<file path="config.mk">
export PLATFORM = sky130hd
export DESIGN_NAME = id_ex_reg_flat
export DESIGN_NICKNAME = d
export VERILOG_FILES = /design/src/rtl/id_ex_reg_if.sv /design/src/rtl/id_ex_reg.sv /design/src/flat_wrapper.sv
export SDC_FILE = /design/constraint.sdc
export NUM_CORES = 1
export LEC_CHECK = 0
export BUFFER_PORTS_ARGS = -buffer_cell sky130_fd_sc_hd__buf_4
export CAP_MARGIN = 30
export CORE_UTILIZATION = 35
export CTS_CLUSTER_DIAMETER = 200
export DETAILED_ROUTE_END_ITERATION = 8
export HOLD_SLACK_MARGIN = 0.12
export PLACE_DENSITY_LB_ADDON = 0.08
export SYNTH_ARGS = -nofsm -noshare
export SYNTH_HDL_FRONTEND = slang
export SYNTH_SLANG_ARGS = --single-unit
export TNS_END_PERCENT = 10
</file>
<file path="constraint.sdc">
create_clock -name clk -period 5.9 [get_ports clk]
set_input_delay 1.18 -clock clk [delete_from_list [all_inputs] [get_ports clk]]
set_output_delay 1.18 -clock clk [all_outputs]
set_load 0.05 [all_outputs]
</file>
<file path="src/rtl/id_ex_reg_if.sv">
// id_ex_reg_if: ID-side inputs, pipeline control, write-back and IDex outputs of the ID/EX register
interface id_ex_reg_if #(
    parameter int DATA_W = 32,
    parameter int REG_W  = 5,
    parameter int CNT_W  = 16
);
    logic              ID__Valid;
    logic [REG_W-1:0]  ID__Rs1, ID__Rs2, ID__Rdst;
    logic              ID__Need_Rs1, ID__Need_Rs2;
    logic              ID__R_WE, ID__Read_MEM, ID__Write_MEM;
    logic [1:0]        ID__RDst_S;
    logic [3:0]        ID__ALU_Op;
    logic [DATA_W-1:0] ID__Op1, ID__Op2, ID__Imm, ID__PC;
    logic              Need_Stall, Flush;
    logic              WB__R_WE;
    logic [REG_W-1:0]  WB__Rdst;
    logic [DATA_W-1:0] WB__Data;
    logic              IDex__Valid;
    logic [REG_W-1:0]  IDex__Rs1, IDex__Rs2, IDex__Rdst;
    logic              IDex__Need_Rs1, IDex__Need_Rs2;
    logic              IDex__R_WE, IDex__Read_MEM, IDex__Write_MEM;
    logic [1:0]        IDex__RDst_S;
    logic [3:0]        IDex__ALU_Op;
    logic [DATA_W-1:0] IDex__Op1, IDex__Op2, IDex__Imm, IDex__PC;
    logic [CNT_W-1:0]  Stall_Cnt, Bubble_Cnt;

    modport master (
        output ID__Valid, ID__Rs1, ID__Rs2, ID__Rdst, ID__Need_Rs1, ID__Need_Rs2,
               ID__R_WE, ID__Read_MEM, ID__Write_MEM, ID__RDst_S, ID__ALU_Op,
               ID__Op1, ID__Op2, ID__Imm, ID__PC, Need_Stall, Flush,
               WB__R_WE, WB__Rdst, WB__Data,
        input  IDex__Valid, IDex__Rs1, IDex__Rs2, IDex__Rdst, IDex__Need_Rs1, IDex__Need_Rs2,
               IDex__R_WE, IDex__Read_MEM, IDex__Write_MEM, IDex__RDst_S, IDex__ALU_Op,
               IDex__Op1, IDex__Op2, IDex__Imm, IDex__PC, Stall_Cnt, Bubble_Cnt
    );

    modport slave (
        input  ID__Valid, ID__Rs1, ID__Rs2, ID__Rdst, ID__Need_Rs1, ID__Need_Rs2,
               ID__R_WE, ID__Read_MEM, ID__Write_MEM, ID__RDst_S, ID__ALU_Op,
               ID__Op1, ID__Op2, ID__Imm, ID__PC, Need_Stall, Flush,
               WB__R_WE, WB__Rdst, WB__Data,
        output IDex__Valid, IDex__Rs1, IDex__Rs2, IDex__Rdst, IDex__Need_Rs1, IDex__Need_Rs2,
               IDex__R_WE, IDex__Read_MEM, IDex__Write_MEM, IDex__RDst_S, IDex__ALU_Op,
               IDex__Op1, IDex__Op2, IDex__Imm, IDex__PC, Stall_Cnt, Bubble_Cnt
    );
endinterface

</file>
<file path="src/rtl/id_ex_reg.sv">
// id_ex_reg: ID/EX pipeline register with stall hold, bubble insertion and write-back operand refresh
module id_ex_reg #(
    parameter int DATA_W  = 32,
    parameter int REG_W   = 5,
    parameter int CNT_W   = 16,
    parameter bit R0_ZERO = 1'b1
) (
    input logic        clk,
    input logic        rst_n,
    id_ex_reg_if.slave bus
);
    logic              hold, bubble;
    logic [REG_W-1:0]  sel_rs1, sel_rs2;
    logic              sel_need1, sel_need2, hit1, hit2;
    logic [DATA_W-1:0] nxt_op1, nxt_op2;
    logic [CNT_W-1:0]  stall_inc, bubble_inc;

    // Refresh compares against the held instruction while stalling, otherwise the incoming one
    always_comb begin
        hold       = bus.Need_Stall;
        bubble     = bus.Flush || !bus.ID__Valid;
        sel_rs1    = hold ? bus.IDex__Rs1 : bus.ID__Rs1;
        sel_rs2    = hold ? bus.IDex__Rs2 : bus.ID__Rs2;
        sel_need1  = hold ? bus.IDex__Need_Rs1 : bus.ID__Need_Rs1;
        sel_need2  = hold ? bus.IDex__Need_Rs2 : bus.ID__Need_Rs2;
        hit1       = bus.WB__R_WE && sel_need1 && (bus.WB__Rdst == sel_rs1) && !(R0_ZERO && sel_rs1 == '0);
        hit2       = bus.WB__R_WE && sel_need2 && (bus.WB__Rdst == sel_rs2) && !(R0_ZERO && sel_rs2 == '0);
        nxt_op1    = hit1 ? bus.WB__Data : (hold ? bus.IDex__Op1 : bus.ID__Op1);
        nxt_op2    = hit2 ? bus.WB__Data : (hold ? bus.IDex__Op2 : bus.ID__Op2);
        stall_inc  = bus.Stall_Cnt + CNT_W'(bus.Stall_Cnt != '1);
        bubble_inc = bus.Bubble_Cnt + CNT_W'(bus.Bubble_Cnt != '1);
    end

    always_ff @(posedge clk or negedge rst_n) begin
        if (!rst_n) begin
            bus.IDex__Valid     <= 1'b0;
            bus.IDex__Rs1       <= '0;
            bus.IDex__Rs2       <= '0;
            bus.IDex__Rdst      <= '0;
            bus.IDex__Need_Rs1  <= 1'b0;
            bus.IDex__Need_Rs2  <= 1'b0;
            bus.IDex__R_WE      <= 1'b0;
            bus.IDex__Read_MEM  <= 1'b0;
            bus.IDex__Write_MEM <= 1'b0;
            bus.IDex__RDst_S    <= 2'b00;
            bus.IDex__ALU_Op    <= '0;
            bus.IDex__Op1       <= '0;
            bus.IDex__Op2       <= '0;
            bus.IDex__Imm       <= '0;
            bus.IDex__PC        <= '0;
            bus.Stall_Cnt       <= '0;
            bus.Bubble_Cnt      <= '0;
        end else if (hold) begin
            bus.IDex__Op1 <= nxt_op1;
            bus.IDex__Op2 <= nxt_op2;
            if (bus.IDex__Valid) bus.Stall_Cnt <= stall_inc;
        end else if (bubble) begin
            bus.IDex__Valid     <= 1'b0;
            bus.IDex__Rs1       <= '0;
            bus.IDex__Rs2       <= '0;
            bus.IDex__Rdst      <= '0;
            bus.IDex__Need_Rs1  <= 1'b0;
            bus.IDex__Need_Rs2  <= 1'b0;
            bus.IDex__R_WE      <= 1'b0;
            bus.IDex__Read_MEM  <= 1'b0;
            bus.IDex__Write_MEM <= 1'b0;
            bus.IDex__RDst_S    <= 2'b00;
            bus.IDex__ALU_Op    <= '0;
            bus.IDex__Op1       <= '0;
            bus.IDex__Op2       <= '0;
            bus.IDex__Imm       <= '0;
            bus.IDex__PC        <= '0;
            bus.Bubble_Cnt      <= bubble_inc;
        end else begin
            bus.IDex__Valid     <= 1'b1;
            bus.IDex__Rs1       <= bus.ID__Rs1;
            bus.IDex__Rs2       <= bus.ID__Rs2;
            bus.IDex__Rdst      <= bus.ID__Rdst;
            bus.IDex__Need_Rs1  <= bus.ID__Need_Rs1;
            bus.IDex__Need_Rs2  <= bus.ID__Need_Rs2;
            bus.IDex__R_WE      <= bus.ID__R_WE;
            bus.IDex__Read_MEM  <= bus.ID__Read_MEM;
            bus.IDex__Write_MEM <= bus.ID__Write_MEM;
            bus.IDex__RDst_S    <= bus.ID__RDst_S;
            bus.IDex__ALU_Op    <= bus.ID__ALU_Op;
            bus.IDex__Op1       <= nxt_op1;
            bus.IDex__Op2       <= nxt_op2;
            bus.IDex__Imm       <= bus.ID__Imm;
            bus.IDex__PC        <= bus.ID__PC;
        end
    end
endmodule

</file>
<file path="src/flat_wrapper.sv">
// flat-port wrapper written by rule: the top's interface ports become plain ports
module id_ex_reg_flat 
#(
    parameter int DATA_W  = 32,
    parameter int REG_W   = 5,
    parameter int CNT_W   = 16,
    parameter bit R0_ZERO = 1'b1
)
  (clk, rst_n, bus_ID__Valid, bus_ID__Rs1, bus_ID__Rs2, bus_ID__Rdst, bus_ID__Need_Rs1, bus_ID__Need_Rs2, bus_ID__R_WE, bus_ID__Read_MEM, bus_ID__Write_MEM, bus_ID__RDst_S, bus_ID__ALU_Op, bus_ID__Op1, bus_ID__Op2, bus_ID__Imm, bus_ID__PC, bus_Need_Stall, bus_Flush, bus_WB__R_WE, bus_WB__Rdst, bus_WB__Data, bus_IDex__Valid, bus_IDex__Rs1, bus_IDex__Rs2, bus_IDex__Rdst, bus_IDex__Need_Rs1, bus_IDex__Need_Rs2, bus_IDex__R_WE, bus_IDex__Read_MEM, bus_IDex__Write_MEM, bus_IDex__RDst_S, bus_IDex__ALU_Op, bus_IDex__Op1, bus_IDex__Op2, bus_IDex__Imm, bus_IDex__PC, bus_Stall_Cnt, bus_Bubble_Cnt);
  id_ex_reg_if #(.DATA_W(DATA_W), .REG_W(REG_W), .CNT_W(CNT_W)) bus_i ();
  input logic clk;
  input logic rst_n;
  input wire logic [$bits(bus_i.ID__Valid)-1:0] bus_ID__Valid;
  input wire logic [$bits(bus_i.ID__Rs1)-1:0] bus_ID__Rs1;
  input wire logic [$bits(bus_i.ID__Rs2)-1:0] bus_ID__Rs2;
  input wire logic [$bits(bus_i.ID__Rdst)-1:0] bus_ID__Rdst;
  input wire logic [$bits(bus_i.ID__Need_Rs1)-1:0] bus_ID__Need_Rs1;
  input wire logic [$bits(bus_i.ID__Need_Rs2)-1:0] bus_ID__Need_Rs2;
  input wire logic [$bits(bus_i.ID__R_WE)-1:0] bus_ID__R_WE;
  input wire logic [$bits(bus_i.ID__Read_MEM)-1:0] bus_ID__Read_MEM;
  input wire logic [$bits(bus_i.ID__Write_MEM)-1:0] bus_ID__Write_MEM;
  input wire logic [$bits(bus_i.ID__RDst_S)-1:0] bus_ID__RDst_S;
  input wire logic [$bits(bus_i.ID__ALU_Op)-1:0] bus_ID__ALU_Op;
  input wire logic [$bits(bus_i.ID__Op1)-1:0] bus_ID__Op1;
  input wire logic [$bits(bus_i.ID__Op2)-1:0] bus_ID__Op2;
  input wire logic [$bits(bus_i.ID__Imm)-1:0] bus_ID__Imm;
  input wire logic [$bits(bus_i.ID__PC)-1:0] bus_ID__PC;
  input wire logic [$bits(bus_i.Need_Stall)-1:0] bus_Need_Stall;
  input wire logic [$bits(bus_i.Flush)-1:0] bus_Flush;
  input wire logic [$bits(bus_i.WB__R_WE)-1:0] bus_WB__R_WE;
  input wire logic [$bits(bus_i.WB__Rdst)-1:0] bus_WB__Rdst;
  input wire logic [$bits(bus_i.WB__Data)-1:0] bus_WB__Data;
  output wire logic [$bits(bus_i.IDex__Valid)-1:0] bus_IDex__Valid;
  output wire logic [$bits(bus_i.IDex__Rs1)-1:0] bus_IDex__Rs1;
  output wire logic [$bits(bus_i.IDex__Rs2)-1:0] bus_IDex__Rs2;
  output wire logic [$bits(bus_i.IDex__Rdst)-1:0] bus_IDex__Rdst;
  output wire logic [$bits(bus_i.IDex__Need_Rs1)-1:0] bus_IDex__Need_Rs1;
  output wire logic [$bits(bus_i.IDex__Need_Rs2)-1:0] bus_IDex__Need_Rs2;
  output wire logic [$bits(bus_i.IDex__R_WE)-1:0] bus_IDex__R_WE;
  output wire logic [$bits(bus_i.IDex__Read_MEM)-1:0] bus_IDex__Read_MEM;
  output wire logic [$bits(bus_i.IDex__Write_MEM)-1:0] bus_IDex__Write_MEM;
  output wire logic [$bits(bus_i.IDex__RDst_S)-1:0] bus_IDex__RDst_S;
  output wire logic [$bits(bus_i.IDex__ALU_Op)-1:0] bus_IDex__ALU_Op;
  output wire logic [$bits(bus_i.IDex__Op1)-1:0] bus_IDex__Op1;
  output wire logic [$bits(bus_i.IDex__Op2)-1:0] bus_IDex__Op2;
  output wire logic [$bits(bus_i.IDex__Imm)-1:0] bus_IDex__Imm;
  output wire logic [$bits(bus_i.IDex__PC)-1:0] bus_IDex__PC;
  output wire logic [$bits(bus_i.Stall_Cnt)-1:0] bus_Stall_Cnt;
  output wire logic [$bits(bus_i.Bubble_Cnt)-1:0] bus_Bubble_Cnt;
  assign bus_i.ID__Valid = bus_ID__Valid;
  assign bus_i.ID__Rs1 = bus_ID__Rs1;
  assign bus_i.ID__Rs2 = bus_ID__Rs2;
  assign bus_i.ID__Rdst = bus_ID__Rdst;
  assign bus_i.ID__Need_Rs1 = bus_ID__Need_Rs1;
  assign bus_i.ID__Need_Rs2 = bus_ID__Need_Rs2;
  assign bus_i.ID__R_WE = bus_ID__R_WE;
  assign bus_i.ID__Read_MEM = bus_ID__Read_MEM;
  assign bus_i.ID__Write_MEM = bus_ID__Write_MEM;
  assign bus_i.ID__RDst_S = bus_ID__RDst_S;
  assign bus_i.ID__ALU_Op = bus_ID__ALU_Op;
  assign bus_i.ID__Op1 = bus_ID__Op1;
  assign bus_i.ID__Op2 = bus_ID__Op2;
  assign bus_i.ID__Imm = bus_ID__Imm;
  assign bus_i.ID__PC = bus_ID__PC;
  assign bus_i.Need_Stall = bus_Need_Stall;
  assign bus_i.Flush = bus_Flush;
  assign bus_i.WB__R_WE = bus_WB__R_WE;
  assign bus_i.WB__Rdst = bus_WB__Rdst;
  assign bus_i.WB__Data = bus_WB__Data;
  assign bus_IDex__Valid = bus_i.IDex__Valid;
  assign bus_IDex__Rs1 = bus_i.IDex__Rs1;
  assign bus_IDex__Rs2 = bus_i.IDex__Rs2;
  assign bus_IDex__Rdst = bus_i.IDex__Rdst;
  assign bus_IDex__Need_Rs1 = bus_i.IDex__Need_Rs1;
  assign bus_IDex__Need_Rs2 = bus_i.IDex__Need_Rs2;
  assign bus_IDex__R_WE = bus_i.IDex__R_WE;
  assign bus_IDex__Read_MEM = bus_i.IDex__Read_MEM;
  assign bus_IDex__Write_MEM = bus_i.IDex__Write_MEM;
  assign bus_IDex__RDst_S = bus_i.IDex__RDst_S;
  assign bus_IDex__ALU_Op = bus_i.IDex__ALU_Op;
  assign bus_IDex__Op1 = bus_i.IDex__Op1;
  assign bus_IDex__Op2 = bus_i.IDex__Op2;
  assign bus_IDex__Imm = bus_i.IDex__Imm;
  assign bus_IDex__PC = bus_i.IDex__PC;
  assign bus_Stall_Cnt = bus_i.Stall_Cnt;
  assign bus_Bubble_Cnt = bus_i.Bubble_Cnt;
  id_ex_reg #(.DATA_W(DATA_W), .REG_W(REG_W), .CNT_W(CNT_W), .R0_ZERO(R0_ZERO)) u_core (.clk(clk), .rst_n(rst_n), .bus(bus_i));
endmodule
</file>
==> results.sh <==
export IMPL_netlist_top_cells_area="dfrtp_1 57%, a22o_1 9.6%, mux2i_1 9.0%"
export IMPL_initialDrtViolationCount=452
export IMPL_num_vias=6972
export IMPL_hold_class="register to register"
export IMPL_synth_edff_count=0
export IMPL_async_flop_share_pct=100
export IMPL_dp_hpwl_microns=19400
export IMPL_rows=55
export IMPL_ios=384
export IMPL_vias_per_cell=5.18
export IMPL_synth_distinct_cells=41
export IMPL_synth_top_area_cell="dfrtp_1"
export IMPL_n_antenna_cell=0
export IMPL_overflow=0
export IMPL_grt_pass1_wl_microns=40700
export IMPL_synth_top_area_share_pct=56.9
export IMPL_powerDensity_nw_per_um2=302
export IMPL_layout_nets=1221
export IMPL_final_cell_mix="389 x buf_4, 187 x dfrtp_1, 90 x a22o_1, 74 x mux2i_1, 64 x a21oi_1"
export IMPL_routedWlPerCell_microns=19.9
export IMPL_yosysWarnings=0
export IMPL_rsz0062_at_grt="false"
export IMPL_drt_wl_total_microns=26700
export IMPL_tightest_slew_ps=893
export IMPL_rr_endpoint="u_core.bus.IDex__Op2[29]$_DFF_PN0_"
export IMPL_finClkSkew_ps=12.6
export IMPL_ys_ff_latch=187
export IMPL_core_sq_um=22800
export IMPL_min_to="u_core.bus.Stall_Cnt[11]$_DFFE_PN0P_"
export IMPL_drt_first_pass_iters=6
export IMPL_crit_fanout=83
export IMPL_syn_to_final_growth_pct=45.8
export IMPL_status="finished, final reports clean"
export IMPL_cp_data_required_time_ps=6250
export IMPL_route_detailed_drc=0
export IMPL_cts_resized=0
export IMPL_cts_buffers=17
export IMPL_cts_buffer_depth=2
export IMPL_ys_seq_area_share_pct=56.9
export IMPL_p_leak_nw=6.07
export IMPL_h_tree_depth=4
export IMPL_max_freq_ghz=0.261
export IMPL_gp_congestion=0.775
export IMPL_setup_viol=0
export IMPL_die_area_sq_um=24100
export IMPL_cp_data_arrival_time_ps=4190
export IMPL_port_buffers=383
export IMPL_cts_root_buffer="clkbuf_16"
export IMPL_min_period_ps=3830
export IMPL_irDropWorstVdd_mv=0.155
export IMPL_cts_tree="done"
export IMPL_reg2regPathDepth=6
export IMPL_final_common_cell="buf_4"
export IMPL_grt_pass1_vias=7076
export IMPL_cts_hold_buffers=0
export IMPL_postCtsSetupBuffers=0
export IMPL_criticalPathCategory="input port to register"
export IMPL_synth_cells=664
export IMPL_setup_tns_ps=0
export IMPL_hold_viol_final=0
export IMPL_antenna_found_initial=0
export IMPL_track_usage_pct=22.1
export IMPL_timing_rr_start="u_core.bus.IDex__Rs2[3]$_DFFE_PN0N_"
export IMPL_clk_latency_ps=440
export IMPL_grt_max_degree=101
export IMPL_synth_area_per_cell_sq_um=12.4
export IMPL_p_total_mw=3.63
export IMPL_synth_flop_cell="dfrtp_1"
export IMPL_min_from="u_core.bus.Stall_Cnt[11]$_DFFE_PN0P_"
export IMPL_startpoint_type="input port"
export IMPL_slew_headroom_pct=40.4
export IMPL_syn_nets=866
export IMPL_fin_crit_sh_pct=65.0
export IMPL_die_y_microns=155
export IMPL_rrSetupSlack_ps=3150
export IMPL_initial_core_util_pct=36.0
export IMPL_ant_nets=0
export IMPL_crit_path_end_kind="register"
export IMPL_drv_cap=0
export IMPL_clk_pin_slew_ps=70
export IMPL_synth_area_sq_um=8230
export IMPL_drive_above_1_share_pct=42.2
export IMPL_holdPathStages=1
export IMPL_dieWidth_microns=155
export IMPL_slew_violations=0
export IMPL_cts_sinks=187
[worst max-delay path by stage]
stage,startpoint,to,slack [ps],depth (start not counted)
5_1_grt,bus_Need_Stall,u_core.bus.IDex__Op2[29]$_DFF_PN0_,1780,7
6_report,bus_Need_Stall,u_core.bus.IDex__Op2[29]$_DFF_PN0_,2070,7
3_5_place_dp,bus_Need_Stall,u_core.bus.IDex__Op2[29]$_DFF_PN0_,1630,7
3_3_place_gp,bus_Need_Stall,u_core.bus.IDex__Op1[22]$_DFF_PN0_,1560,7
4_1_cts,bus_Need_Stall,u_core.bus.IDex__Op2[29]$_DFF_PN0_,2070,7
2_1_floorplan,bus_Need_Stall,u_core.bus.IDex__Op2[10]$_DFF_PN0_,3190,9
[flip-flops by register name, indices dropped and copies added (netlist names)]
register	flops
u_core.bus.IDex__Rdst	5
u_core.bus.IDex__Read_MEM	1
u_core.bus.IDex__Imm	32
u_core.bus.Bubble_Cnt	16
u_core.bus.IDex__Op2	32
u_core.bus.IDex__Valid	1
u_core.bus.IDex__Need_Rs1	1
u_core.bus.IDex__Rs2	5
u_core.bus.IDex__R_WE	1
u_core.bus.IDex__PC	32
u_core.bus.IDex__Op1	32
u_core.bus.IDex__Rs1	5
u_core.bus.IDex__Need_Rs2	1
u_core.bus.IDex__Write_MEM	1
u_core.bus.IDex__ALU_Op	4
u_core.bus.IDex__RDst_S	2
u_core.bus.Stall_Cnt	16
[final cells by class]
cell class                      count  area (sq um)
Timing Repair Buffer              395          3050
Sequential cell                   187          4680
Clock inverter                     14           178
Clock buffer                       18           439
Tap cell                          313           392
Fill cell                        2128         10900
Inverter                            3          11.3
Multi-Input combinational cell    415          3250
[layer usage]
layer	GRT usage (%)	routed length, microns
met1	26.6	11000
met2	37.2	13100
met3	6.99	2160
met4	7.75	530
met5	0	0
[logic make-up (layout without fill, tap and decap cells)]
family,Yosys count,in the layout,share of synthesized area (%)
XOR/XNOR,35,35,3.73
AND/OR/NAND/NOR,73,73,4.87
buffers and inverters,62,430,3.91
flip-flops,187,187,56.9
adder cells (fa/ha/maj),5,5,0.760
multiplexers,77,77,9.41
AO/OA/AOI/OAI,225,225,20.4
[synthesized netlist by cell type, types with 2 or more instances]
master / n
nand2b_1: 3
buf_2: 10
and3_1: 8
inv_1: 2
o31ai_1: 33
and2_1: 3
ha_1: 5
nor4_1: 3
or3_1: 2
mux2_2: 2
nand2_1: 14
nor2_1: 9
and4_1: 2
nand3_1: 9
nand4_1: 13
mux2i_1: 74
o41ai_1: 32
a22o_1: 90
xor2_1: 11
buf_1: 3
clkbuf_1: 37
buf_6: 2
dfrtp_1: 187
a21oi_1: 64
buf_8: 3
nor2b_1: 3
buf_4: 3
xnor2_1: 24
[stage by stage]
step           setup WS (ps)  utilization (%)  instance area (sq um)  std cells  hold WS, ps
2_1_floorplan           3190                -                   8230        664          776
3_3_place_gp            1560             49.4                  11300       1310          485
3_5_place_dp            1630             49.7                  11400       1312          490
4_1_cts                 2070             52.4                  12000       1344          504
5_1_grt                 1780             52.5                  12000       1345          526
6_report                2070             52.5                  12000       1345          499
[power by group]
group	leakage [nW]	total [mW]	internal, mW	switching (mW)
clock	0.296	1.21	0.655	0.551
sequential	2.48	1.47	1.38	0.0893
combinational	3.29	0.949	0.335	0.614
total	6.07	3.63	2.37	1.25
[worst max-delay path, stage by stage]
cell,delay [ps]
buf_6,580
mux2i_1,310
xor2_1,190
nand3_2,560
or3_1,860
buf_16,280
a21oi_1,150
(Power assumes the default switching activity.)
